### src/rtl/alu_issuer.sv
// alu_issuer: accepts one ALU request at a time, presents the operation to an
// external ALU for a single ISSUE cycle, waits WAIT_CYCLES clocks for the
// result and then holds the captured HI/LO until the consumer takes it.
// Optional feature: define ALU_ISSUER_DIVZERO_GUARD_EN to reject op 0101
// (divide) when operand B is zero instead of issuing it.
module alu_issuer #(
  parameter int unsigned WAIT_CYCLES = 1
) (
  input  logic        clk,
  input  logic        clr,
  input  logic        req_valid,
  output logic        req_ready,
  input  logic [3:0]  req_op,
  input  logic [31:0] req_a,
  input  logic [31:0] req_b,
  output logic [3:0]  alu_select,
  output logic [31:0] alu_a,
  output logic [31:0] alu_b,
  input  logic [63:0] alu_z,
  output logic        rsp_valid,
  input  logic        rsp_ready,
  output logic [31:0] rsp_hi,
  output logic [31:0] rsp_lo,
  output logic        rsp_err,
  output logic        busy
);

  typedef enum logic [1:0] {
    ST_IDLE,
    ST_ISSUE,
    ST_WAIT,
    ST_DONE
  } state_t;

  localparam logic [3:0] WAIT_LOAD = 4'(WAIT_CYCLES - 1);

  state_t     state, state_n;
  logic [3:0] wait_cnt, wait_cnt_n;
  logic [3:0] op_q;
  logic       accept;
  logic       issue_ok;
  logic       capture;
  logic       div_zero;
  logic       hi_op;

  // Codes 0000 and 1001 and 0100 have no ALU function and are rejected.
  function automatic logic op_legal(input logic [3:0] op);
    case (op)
      4'b0000, 4'b0100, 4'b1001: op_legal = 1'b0;
      default:                   op_legal = 1'b1;
    endcase
  endfunction

`ifdef ALU_ISSUER_DIVZERO_GUARD_EN
  assign div_zero = (req_op == 4'b0101) && (req_b == '0);
`else
  assign div_zero = 1'b0;
`endif

  // Multiply and divide produce a full 64-bit HI/LO result.
  assign hi_op = (op_q == 4'b0011) || (op_q == 4'b0101);

  // Next-state logic, wait counter and per-cycle strobes.
  always_comb begin
    state_n    = state;
    wait_cnt_n = wait_cnt;
    accept     = 1'b0;
    issue_ok   = 1'b0;
    capture    = 1'b0;
    unique case (state)
      ST_IDLE: begin
        if (req_valid && req_ready) begin
          accept = 1'b1;
          if (op_legal(req_op) && !div_zero) begin
            issue_ok = 1'b1;
            state_n  = ST_ISSUE;
          end else begin
            state_n = ST_DONE;
          end
        end
      end
      ST_ISSUE: begin
        state_n    = ST_WAIT;
        wait_cnt_n = WAIT_LOAD;
      end
      ST_WAIT: begin
        if (wait_cnt == '0) begin
          capture = 1'b1;
          state_n = ST_DONE;
        end else begin
          wait_cnt_n = wait_cnt - 4'd1;
        end
      end
      ST_DONE: begin
        if (rsp_ready) begin
          state_n = ST_IDLE;
        end
      end
      default: state_n = ST_IDLE;
    endcase
  end

  // State register and wait counter.
  always_ff @(posedge clk or posedge clr) begin
    if (clr) begin
      state    <= ST_IDLE;
      wait_cnt <= '0;
    end else begin
      state    <= state_n;
      wait_cnt <= wait_cnt_n;
    end
  end

  // Handshake/status outputs are registered copies of the next-state decode,
  // so they line up exactly with the state they describe.
  always_ff @(posedge clk or posedge clr) begin
    if (clr) begin
      req_ready  <= 1'b1;
      busy       <= 1'b0;
      rsp_valid  <= 1'b0;
      alu_select <= '0;
    end else begin
      req_ready  <= (state_n == ST_IDLE);
      busy       <= (state_n != ST_IDLE);
      rsp_valid  <= (state_n == ST_DONE);
      alu_select <= issue_ok ? req_op : '0;
    end
  end

  // Operand latch and result capture.
  always_ff @(posedge clk or posedge clr) begin
    if (clr) begin
      alu_a   <= '0;
      alu_b   <= '0;
      op_q    <= '0;
      rsp_hi  <= '0;
      rsp_lo  <= '0;
      rsp_err <= 1'b0;
    end else begin
      if (issue_ok) begin
        alu_a <= req_a;
        alu_b <= req_b;
        op_q  <= req_op;
      end
      if (accept) begin
        rsp_err <= !issue_ok;
      end
      if (capture) begin
        rsp_lo  <= alu_z[31:0];
        if (hi_op) begin
          rsp_hi <= alu_z[63:32];
        end
        rsp_err <= 1'b0;
      end
    end
  end

endmodule

### config.mk
export PLATFORM = sky130hd
export DESIGN_NAME = alu_issuer
export DESIGN_NICKNAME = d
export VERILOG_FILES = /design/src/rtl/alu_issuer.sv
export SDC_FILE = /design/constraint.sdc
export NUM_CORES = 1
export LEC_CHECK = 0
export CORE_UTILIZATION = 31
export DETAILED_ROUTE_END_ITERATION = 16
export PLACE_DENSITY = 0.6
export SYNTH_ARGS = -nofsm -noshare
export SYNTH_HDL_FRONTEND = slang
export SYNTH_SLANG_ARGS = --single-unit
### constraint.sdc
create_clock -name clk -period 11.76 [get_ports clk]
set_input_delay 2.352 -clock clk [delete_from_list [all_inputs] [get_ports clk]]
set_output_delay 2.352 -clock clk [all_outputs]
set_load 0.05 [all_outputs]
# Word-level counts from Yosys, hierarchy flattened
# Index checks and enable logic that the tools add are counted.
op_classes:
  addsub: 1
  eq_ne: 9
  muxes: 20
  reduce_logical: 13
ops:
  columns: ["op", "count"]
  rows:
  - ["two-way mux 1 bit", 12]
  - ["== test 4 x 3 -> 1 bit (second input constant)", 2]
  - ["logical NOT 4 bit", 2]
  - ["two-way mux 2 bit", 4]
  - ["two-way mux 4 bit", 2]
  - ["case mux 2 bit (4 select lines)", 1]
  - ["case mux 4 bit (2 select lines)", 1]
  - ["== test 2 bit (second input constant)", 3]
  - ["nonzero test 2 bit", 3]
  - ["== test 4 x 2 -> 1 bit (second input constant)", 1]
  - ["== test 4 bit (second input constant)", 1]
  - ["logical NOT 2 bit", 2]
  - ["AND reduction 2 bit", 2]
  - ["subtractor 4 x 1 -> 4 bit (second input constant)", 1]
  - ["OR reduction 3 bit", 1]
  - ["== test 2 x 1 -> 1 bit (second input constant)", 1]
  - ["inequality test 2 bit (second input constant)", 1]
  - ["logical AND 1 bit", 1]
  - ["logical NOT 1 bit", 1]
  - ["logical OR 1 bit", 1]
totals:
  ff_bits: 146
  in_bits: 136
  word_cells: 55

# Depth between registers and ports, before layout
logic_depth:
  word_depth: 11
  mapped_depth: 6
  ltp_nobuf: 5

# Least setup slack after synthesis
# No wires, ideal clock.
synth_timing:
  path_type: "input to register"
  startpoint: "input port req_op[1]"
  endpoint: "register alu_a[0]"
  setup_time_ps: 125
  arrival_time_ps: 3495
  required_ps: 11635
  setup_slack_ps: 8140
  stages: 4
  path_cell_list: "and4bb_2 -> nor3_4 -> buf_6 -> mux2_2"
synth_between:
  elab_chain_len: 8
synth_rtl:
  columns: ["element", "line_no", "text"]
  rows:
  - ["start: declaration", "13", "input logic [3:0] req_op,"]
  - ["== test 4 x 3 -> 1 bit (tied with other cells)", "48", "case (op)"]
  - ["OR reduction 3 bit (*)", "48", null]
  - ["two-way mux 1 bit (*)", "48", null]
  - ["two-way mux 1 bit (*)", "72", "if (req_valid && req_ready) begin"]
  - ["two-way mux 1 bit (*)", "70", "unique case (state)"]
  - ["two-way mux 1 bit (*)", "74", "if (op_legal(req_op) && !div_zero) begin"]
  - ["two-way mux 1 bit (*)", "72", null]
  - ["two-way mux 1 bit (*)", "70", null]
  - ["end signal: assignment", "141", "alu_a <= req_a;"]
  - ["end: declaration", "17", "output logic [31:0] alu_a,"]
# Every way passes the cells marked *; elsewhere a longest branch is shown, timed or not. The select of a mux whose other input is x is not followed.
# A chain may end at the register's enable or synchronous reset.

# Final worst setup path
layout_timing:
  startpoint: "input port req_op[2]"
  endpoint: "register alu_a[26]"
# Same word-level chain as after synthesis.

==> results.md <==
* Reg2reg end: alu_a[26]
* Placed cells at 832
* Die Span Y at between 100 and 150 um
* Pre-CTS setup slack at a little over 7 ns
* Sw frac at 0.448
* Post-DP HPWL at 9800 um
* CP Max Fanout at a little under 70
* Starting Density at 0.321
* Ports at around 270
* Sequential area share after synthesis at 0.649
* Synth Register Bits at approximately 150
* Clock-pin slew on the worst setup and hold paths at about 0.06 ns
* Pin count of the biggest net entering global routing at between 80 and 90
* Cts bufs inserted at 17
* Pint at between 1.5 and 2 mW
* PwrDens at approximately 340 nW/um^2
* Min-delay src: op_q[0]
* Cells after Synth at roughly 350
* Layout cells sized above 1 at 0.272
* DIE AREA at about 19000 um^2
* Worst setup EP type: flip-flop
* RSZ-0062 raised after global routing: false
* Finished Layout Cells at approximately 860
* Hold-fix buffers, CTS at 0
* CP arrival at approximately 4.5 ns
* Commonest cells after routing, fill and taps aside: clkdlybuf4s50_1 (271), dfrtp_1 (145), mux2_2 (131)
* Finished Core Util at 0.522
* Synth top area share at 0.645
* Synth async-reset ratio at 1.00
* Final min period at around 4.2 ns
* Remaining DRCs at 0
* P_leak at roughly 3.8 nW
* Post-CTS setup buffer count at 0
* Avg WL per Cell at 16.1 um
* Worst-Margin Slew at 0.861 ns
* Most common cell after layout, fill and taps aside: clkdlybuf4s50_1
* Final ANT Viol Nets at 0
* Placer Congestion at between 0.7 and 0.8
* Synth area leader: dfrtp_1
* Final critical-path share of the clock period at 0.359
* Port-buffer cells at around 270
* CTS root buf: clkbuf_16
* Status: finished clean
* Mapped cell area at ~5600 um^2
* Via-per-instance ratio at around 4.5
* Core Box Area at approximately 18000 um^2
* Clock latency on the worst-skew pair at 0.41 ns
* Worst path max stage delay at ~0.68 ns
* Worst Path Required at ~12 ns
* Rows at 48
* Post-Route WL at around 14000 um
* Global-route wire length before repair at around 21000 um
* FF-to-FF path depth at 4
* Psw at approximately 1.4 mW
* Yosys warnings at 0
* Syn nets at slightly below 500
* Die span in x at between 100 and 150 um
* Crit path max-delay family: buffers and inverters
* R2r setup slk at ~9.4 ns
* Ys flop type: dfrtp_1
* Dominant cells by area after synthesis: dfrtp_1 (64%), mux2_2 (26%), buf_6 (1.4%)
* CTS Buffer Depth at 2
* H-tree levels at 4
* CTS tree: done
* Highest Clock Rate at ~240 MHz
* Post-synth EDFFs at 0
* Final Hold Viols at 0
* GRT Residual Overflow at 0
* Design Power at between 3 and 4 mW
* Ant diodes at 0
* Final max-slew violation count at 0
* Clk pwr share at 0.180
* Hold Path Depth at 1
* CP Cell Sequence: clkdlybuf4s50_1, and4bb_2, nor3_4, buf_4, mux2_2
* Worst Skew at a little over 0.009 ns
* Hold WC Path Type: reg -> reg
* WP buf/inv at 2
* Synth cell types at 33
* Crit Reg-Reg Startpoint: state[0]
* Slew headroom at 0.426
* Final WS setup at ~7.5 ns
* Fillers at roughly 1.5k
* Sequential share of power at 0.279
* Kind of critical path: in -> reg
* Area delta synth->final at 62.7%
* Vias at approximately 4k
* DR iter-0 viols at slightly below 80
* Slowest-stage cell, CP: buf_4
* Hold EP: op_q[0]
* Combinational share of power at 0.541
* Antenna violations before repair at 2
* Setup TNS at 0 ns
* Crit start category: input pin
* Final Setup Violations at 0
* DRT Pass-1 Iters at 5
* Max-cap check violation count at 0
* NumNets Final at about 760
* CTS resizes at 0
* Post-Syn Area per Cell at about 16 um^2
* Peak VDD IR at a little over 0.2 mV
* Global Route Usage Sum at 0.152
* Vias in the first global route at slightly above 4k
* Sink Count at ~150
==> power groups by stage <==
| stage | logic (mW) | registers [mW] | clock network, mW |
|---|---|---|---|
| 2_1_floorplan | 0.331 | 1.66 | 0 |
| 3_3_place_gp | 1.69 | 0.869 | 0 |
| 3_5_place_dp | 1.70 | 0.878 | 0 |
| 4_1_cts | 1.71 | 0.874 | 0.579 |
| 5_1_grt | 1.76 | 0.904 | 0.599 |
| 6_report | 1.69 | 0.871 | 0.563 |
==> kinds of logic (layout without fill, tap and decap cells) <==
kind of cell / after synthesis / count (layout) / synth area share
XOR/XNOR: 1 / 1 / 0.00156
AND/OR/NAND/NOR: 34 / 34 / 0.0440
adder cells (fa/ha/maj): 2 / 2 / 0.00445
flip-flops: 146 / 146 / 0.649
multiplexers: 131 / 131 / 0.262
buffers and inverters: 19 / 311 / 0.0233
AO/OA/AOI/OAI: 14 / 14 / 0.0151
==> per-stage QoR <==
step	cell area, um^2	hold WS [ns]
3_3_place_gp	8540	0.485
2_1_floorplan	5630	0.473
3_5_place_dp	8540	0.492
6_report	9160	0.502
5_1_grt	9160	0.523
4_1_cts	9160	0.506
==> sequential cells by signal, summed over array words and instances (netlist names) <==
signal / cells
rsp_valid: 1
alu_b: 32
busy: 1
rsp_lo: 32
req_ready: 1
wait_cnt: 4
alu_select: 4
state: 2
rsp_hi: 32
alu_a: 32
op_q: 4
rsp_err: 1
==> cells in the mapped netlist (all sizes together) (2+ instances only) <==
cell type and instances:
dfrtp 145, mux2 131, buf 13, nand2 7
o21ai 6, and2 5, nor2b 5, inv 4
a31oi 3, nor3b 3, clkbuf 2, ha 2
nor3 2, nor4 2, o22ai 2
==> per-layer routing <==
layer  up-vias  global-route usage  routed length, um
met1      1876               0.170               5430
met2       193               0.241               6550
li1       1795                   -                  -
met3        24              0.0819               1660
met5         -                   0                 26
met4         4              0.0593                205
==> cell type report <==
type / count / area, um^2 / share of cell area
clock buffers: 18 / 439 / 0.0480
repair buffers: 275 / 2740 / 0.300
clock inverters: 14 / 175 / 0.0191
multi-input cells: 182 / 1840 / 0.201
flip-flops and latches: 146 / 3650 / 0.399
inverters: 4 / 20.0 / 0.00219
well taps: 225 / 282 / 0.0308
==> worst max path at each step <==
stage                     cells past startpoint  slack, ns      start        end
final                                         5       7.54  req_op[2]  alu_a[26]
after detailed placement                      5       7.06  req_op[0]  alu_a[17]
after global routing                          5       7.40  req_op[0]  alu_a[26]
after global placement                        5       7.15  req_op[3]  alu_a[25]
after floorplan                               1       5.49        clr   alu_a[0]
after CTS                                     5       7.49  req_op[0]  alu_b[15]
Note: power is estimated with default switching activity, not from simulation.
==> RTL change, RTL diff (config.mk and constraints unchanged) <==
Register the output `rsp_err` once more, with the module's reset; this adds one clock of latency there. The other outputs are not delayed to match.
--- a/src/rtl/alu_issuer.sv
+++ b/src/rtl/alu_issuer.sv
@@ -35,2 +35,4 @@
   localparam logic [3:0] WAIT_LOAD = 4'(WAIT_CYCLES - 1);
+
+  logic rsp_err_s0;
 
@@ -137,3 +139,3 @@
       rsp_lo  <= '0;
-      rsp_err <= 1'b0;
+      rsp_err_s0 <= 1'b0;
     end else begin
@@ -145,3 +147,3 @@
       if (accept) begin
-        rsp_err <= !issue_ok;
+        rsp_err_s0 <= !issue_ok;
       end
@@ -152,4 +154,12 @@
         end
-        rsp_err <= 1'b0;
+        rsp_err_s0 <= 1'b0;
       end
+    end
+  end
+
+  always_ff @(posedge clk or posedge clr) begin
+    if (clr) begin
+      rsp_err <= '0;
+    end else begin
+      rsp_err <= rsp_err_s0;
     end
Formal check against the unedited RTL: not equivalent (a bounded check fails within 4 cycles, from zero or initial values).
==> RTL change against the original RTL <==
  * Wire length increased by 0.27%
  * Synthesized area increased by 0.44%
  * Total power decreased by 1.1%
  * Setup slack got worse by 0.52 ns
  * Critical path depth unchanged
  * Sequential cell count increased by 1
  * Register-to-register slack got worse by 0.49 ns
  * Final area about the same
  * Global-route usage about the same
  * Count of clock-buffer cells in the layout increased by 1
  * Via count decreased by 0.10%
  * Largest cell class unchanged
==> RTL change: results (changes against the original RTL) <==
| Group | Result | Value | vs unedited |
|:---|:---|:---|:---|
| finish | Layout Cells excl Fill | 869 | +0.58% |
| worst setup path | Critical path origin | req_op[3] |  |
| sta | Post-Route Skew | 0.00709 ns | -0.00223 ns |
| logic synthesis | Part of the Yosys area used for sequential elements | 65.1% | +0.16 points |
| grt | Global-route wire length before repair | 21.3 mm | +0.32% |
| worst setup path | Reg-to-reg slack, setup | 8.88 ns | -0.49 ns |
| grt | Global-route usage over all layers | 15.1% | -0.049 points |
| power and ir drop | Power Internal | 1700 uW | -1.2% |
| logic synthesis | Cells taking the most area after synthesis | dfrtp_1 65%, mux2_2 26%, buf_6 1.4% |  |
| grt | Via count of the first global-routing pass | 4263 | +4.1% |
| sta | Final worst hold slack | 0.384 ns | -0.119 ns |
| worst hold path | Hold Path Origin | rsp_err_s0 |  |
| logic synthesis | Most numerous cell types in the synthesized netlist | 146 x dfrtp_1, 131 x mux2_2, 7 x buf_6, 7 x nand2_1 |  |
| worst setup path | Data arrival time of the critical path | 5.03 ns | +0.52 ns |
| placed design | Final HPWL from detailed placement | 10.1 mm | +3.2% |
| detailed routing | Average wire per standard cell | 16.0 um | -0.31% |
| sta | Headroom to the max-slew limit | 35.0% | -7.6 points |
| outcome | Outcome | complete, no violations |  |
| worst hold path | Hold Crit Depth | 0 | -1 |
| worst setup path | Worst Path Max Fanout | 51 | -25% |
| finish | Fraction of final layout cells sized beyond drive strength 1 | 27.0% | -0.20 points |
| detailed routing | Number of vias per cell after detailed routing | 4.47 | -0.68% |
| worst hold path | Sink of the worst hold path | rsp_err |  |
| placed design | GP Congestion | 0.686 | -6.4% |
| power and ir drop | Leakage | 0.00378 uW | -0.53% |
| finish | Final-stage net count | 765 | +0.13% |
| grt | Pin count of the biggest net entering global routing | 76 | -12% |
| power and ir drop | Largest voltage drop on the vdd net | 0.177 mV | -14% |
RTL change: worst max-delay path, stage by stage:
cell and delay, ns:
clkdlybuf4s50_1 0.49, and4bb_2 0.30, nor3_4 0.76, buf_4 0.67
mux2_2 0.41
RTL change: logic make-up after synthesis:
kind of cell / Yosys count / share of synthesized area, %
AO/OA/AOI/OAI: 14 / 1.51
XOR/XNOR: 1 / 0.155
adder cells (fa/ha/maj): 2 / 0.443
buffers and inverters: 19 / 2.32
flip-flops: 147 / 65.1
multiplexers: 131 / 26.1
AND/OR/NAND/NOR: 34 / 4.38
RTL change: power by group through the flow:
stage | Combinational, uW | Clock (uW) | Sequential [uW]
floorplan | 331 | 0 | 1660
global placement | 1690 | 0 | 872
detailed placement | 1700 | 0 | 885
CTS | 1710 | 544 | 880
global route | 1760 | 563 | 910
finish | 1690 | 524 | 876
RTL change: through the flow:
| step | power (uW) | cell area (um2) | setup WS (ns) |
|---|---|---|---|
| 2_1_floorplan | 2000 | 5650 | 5.46 |
| 3_5_place_dp | 2590 | 8570 | 6.57 |
| 4_1_cts | 3130 | 9150 | 7.00 |
| 3_3_place_gp | 2560 | 8570 | 6.66 |
| 5_1_grt | 3230 | 9150 | 6.87 |
| 6_report | 3090 | 9150 | 7.02 |
RTL change: layout make-up:
type	count	area (um2)	share of cell area [%]
Inverter	4	20.0	0.219
Tap cell	229	287	3.13
Multi-Input combinational cell	182	1840	20.1
Clock buffer	19	443	4.84
Clock inverter	13	135	1.48
Timing Repair Buffer	275	2740	30.0
Sequential cell	147	3680	40.2
RTL change: metal layers:
metal,global-route usage (%),part of all wire (%),vias up
met5,0,0,-
met4,6.41,1.7,0
met3,5.63,8.4,18
met2,26.5,52,156
met1,16.2,38,1927
li1,-,-,1787
